$ cat src/rtl/register_file.sv
// register_file: 2**ADDR_W x DATA_W register file, two combinational read ports, one synchronous write port
module register_file #(
  parameter int DATA_W = 48,
  parameter int ADDR_W = 2,
  parameter int BYPASS = 0
) (
  input  logic              clk,
  input  logic              rst_n,
  input  logic              write_en,
  input  logic [ADDR_W-1:0] write_adr,
  input  logic [0:DATA_W-1] write_data,
  input  logic [ADDR_W-1:0] read_adr_a,
  input  logic [ADDR_W-1:0] read_adr_b,
  output logic [0:DATA_W-1] reg_a,
  output logic [0:DATA_W-1] reg_b
);
  localparam int N = 2**ADDR_W;
  logic [0:DATA_W-1] mem [N];
  logic fwd_ok;
  always_ff @(posedge clk or negedge rst_n) begin
    if (!rst_n) begin
      for (int i = 0; i < N; i++) mem[i] <= '0;
    end else if (write_en) begin
      mem[write_adr] <= write_data;
    end
  end
  // forwarding is suppressed during reset so the ports read the cleared storage
  always_comb begin
    fwd_ok = (BYPASS != 0) && rst_n && write_en;
    reg_a = (fwd_ok && read_adr_a == write_adr) ? write_data : mem[read_adr_a];
    reg_b = (fwd_ok && read_adr_b == write_adr) ? write_data : mem[read_adr_b];
  end
endmodule

$ cat config.mk
export PLATFORM = sky130hd
export DESIGN_NAME = register_file
export DESIGN_NICKNAME = d
export VERILOG_FILES = /design/src/rtl/register_file.sv
export SDC_FILE = /design/constraint.sdc
export NUM_CORES = 1
export LEC_CHECK = 0
export ABC_AREA = 0
export CORE_MARGIN = 3
export CORE_UTILIZATION = 50
export CTS_BUF_LIST = sky130_fd_sc_hd__clkbuf_4 sky130_fd_sc_hd__clkbuf_8
export DETAILED_ROUTE_END_ITERATION = 16
export PLACE_DENSITY = 0.78
export SLEW_MARGIN = 20
export SYNTH_ARGS = -nofsm -noshare
export SYNTH_HDL_FRONTEND = slang
export SYNTH_SLANG_ARGS = --single-unit
$ cat constraint.sdc
create_clock -name clk -period 1.25 [get_ports clk]
set_clock_uncertainty 0.1 [all_clocks]
set_input_delay 0.125 -clock clk [delete_from_list [all_inputs] [get_ports clk]]
set_output_delay 0.125 -clock clk [all_outputs]
set_load 0.01 [all_outputs]
==> results.json <==
{
  "status": "finished with violations",
  "violations": "setup timing",
  "die_y_microns": 143,
  "reg.largest.list": "mem: 192 flops",
  "syn2layout_area_growth_pct": 31.2,
  "timing.final.crit_share_pct": 142,
  "power_uw": 18200,
  "wl_per_cell_microns": 24.2,
  "drive_above_1_share_pct": 65.8,
  "fin_cells": 966,
  "drtIter0Drc": 294,
  "peakVddDrop_v": 0.000939,
  "worstSetupStartpointType": "register",
  "endpoint": "reg_a[44]",
  "r2r_end": "mem[43]",
  "grt_max_degree": 49,
  "ctsHtreeMaxLevel": 4,
  "synthDistinctLibCells": 10,
  "wl_met1_mm": 9.05,
  "drtAntennaViolNets": 0,
  "portBuffers": 152,
  "slew_violations": 0,
  "worstRegToRegCells": 3,
  "dr.pass1.iters": 4,
  "cts_num_sinks": 192,
  "highest_layer": "met4",
  "routabilityCongestion": 0.777,
  "setup_slack_ns": -0.524,
  "die_w_microns": 143,
  "crit_start": "mem[51]",
  "drv_cap": 0,
  "routed_wl_mm": 23.4,
  "vias": 5809,
  "core_area_sq_mm": 0.0182,
  "critPathArrivalTime_ns": 1.55,
  "cp.required_ns": 1.02,
  "fin_util_pct": 67.6,
  "yosys_warnings": 0,
  "grt_pass1_wl_mm": 36.7,
  "p_per_area_mw_per_mm2": 1480,
  "grt_usage_pct": 24.0,
  "syn_inst": 524,
  "regMostFlops": "mem",
  "final_common_cell": "dfrtp_1",
  "seqCellArea_sq_mm": 0.00480,
  "grt_remaining_overflow": 0,
  "path_max_fanout": 3,
  "rows": 49,
  "syn_nets": 581,
  "p_leak_uw": 0.00517,
  "synth.avg_cell_area_sq_um": 17.9,
  "layout_min_cycle_time_ns": 1.77,
  "largest_reg_flops": 192,
  "first_global_vias": 6528,
  "met3_wirelength_mm": 1.01,
  "dp_cells": 903,
  "antenna_found_initial": 1,
  "finalSetupViolations": 96,
  "design.die.area_sq_mm": 0.0205,
  "cts_tree": "done",
  "crit_path_end_kind": "output port",
  "rsz0062_at_grt": "yes",
  "netlist_area_sq_mm": 0.00939,
  "cts_buffers": 17,
  "finalHoldViolations": 0,
  "hold_path.class": "in2async",
  "viasPerCell": 6.01,
  "nFillCells": 1230,
  "nNetsFinal": 780,
  "start_util_pct": 51.5,
  "fmax_mhz": 564,
  "ioPinCount": 153,
  "ys_ff_latch": 192,
  "worst_pin_slew_ns": 0.463,
  "multi_input_area_sq_mm": 0.00437,
  "r2r_slack_ns": 0.12,
  "cts_root_buffer": "clkbuf_8",
  "path_class": "reg2out",
  "clk_path_buf_depth": 2,
  "path_clk_slew_ns": 0.11,
  "clock_latency_ns": 0.47,
  "seq_area_frac_synth_pct": 51.2,
  "slew_headroom_pct": 69.2,
  "rr_startpoint": "mem[43]",
  "drc": 0,
  "routed-wl-met2_mm": 12.7,
  "layout_common_cells": "192 x dfrtp_1, 186 x mux2_2, 96 x mux4_2, 80 x buf_6, 48 x clkdlybuf4s50_1",
  "dp.final_hpwl_mm": 15.5
}
Yosys cell counts:
master | count | area (sq um)
nand3_1 | 1 | 5.00
nor3b_2 | 1 | 12.5
clkbuf_1 | 6 | 22.5
nand3b_1 | 2 | 15.0
mux4_2 | 96 | 2160
dfrtp_1 | 192 | 4800
buf_2 | 21 | 105
mux2_1 | 6 | 67.6
mux2_2 | 186 | 2090
buf_4 | 13 | 97.6
final cells by class:
cell class,instances,area share [%]
Timing Repair Buffer,220,19.8
Multi-Input combinational cell,292,35.5
Clock buffer,19,2.12
Tap cell,229,2.33
Sequential cell,192,39.0
Antenna cell,1,0.0203
Clock inverter,13,1.22
worst min path at each step:
stage	start	to	slack (ns)	cells after the start
CTS	rst_n	mem[89]	0.06	2
global route	rst_n	mem[42]	0.08	2
floorplan	rst_n	mem[0]	-0.27	0
detailed placement	rst_n	mem[89]	0.02	1
global placement	rst_n	mem[41]	0.02	1
finish	rst_n	mem[90]	0.05	2
report_power, final:
part           switching (uW)  internal [uW]
Clock                    2300           1930
Combinational            2060           3660
Sequential                840           7390
logic make-up (layout without fill, tap and decap cells):
family        Yosys count  count (layout)  synth area share (%)
mux                   288             288                  46.1
flops                 192             192                  51.2
buf+inv                40             252                  2.40
simple gates            4               4                 0.346
other cells             0               1                     0
what timing repair did:
action	CTS	global route
hold buffers	1	0
gates resized for setup	462	17
pin swaps	1	0
setup buffers	15	9
setup endpoints to repair	266	96
gates cloned	5	0
endpoints found under the hold margin	192	0
metal layers:
metal  vias to the layer above  GRT usage (%)
met4                         0           8.90
met1                      3157           29.0
li1                       2460              -
met3                        44           5.09
met5                         -              0
met2                       148           42.4
through the flow:
step / setup WS [ns] / TNS [ns] / cell area [sq um] / hold slack [ns]
final: -0.524 / -45.96 / 12300 / 0.0548
after CTS: -0.546 / -48.90 / 12100 / 0.0574
after floorplan: 0.0187 / 0 / 9430 / -0.271
after global placement: -0.561 / -144.33 / 11500 / 0.0156
after global routing: -0.581 / -51.79 / 12300 / 0.0776
after detailed placement: -0.605 / -152.25 / 11500 / 0.0215
worst max-delay path, stage by stage (launching register included):
cell and delay [ns]:
dfrtp_1 0.41, mux4_2 0.52, buf_6 0.15
Power figures use the tool's default switching activity.
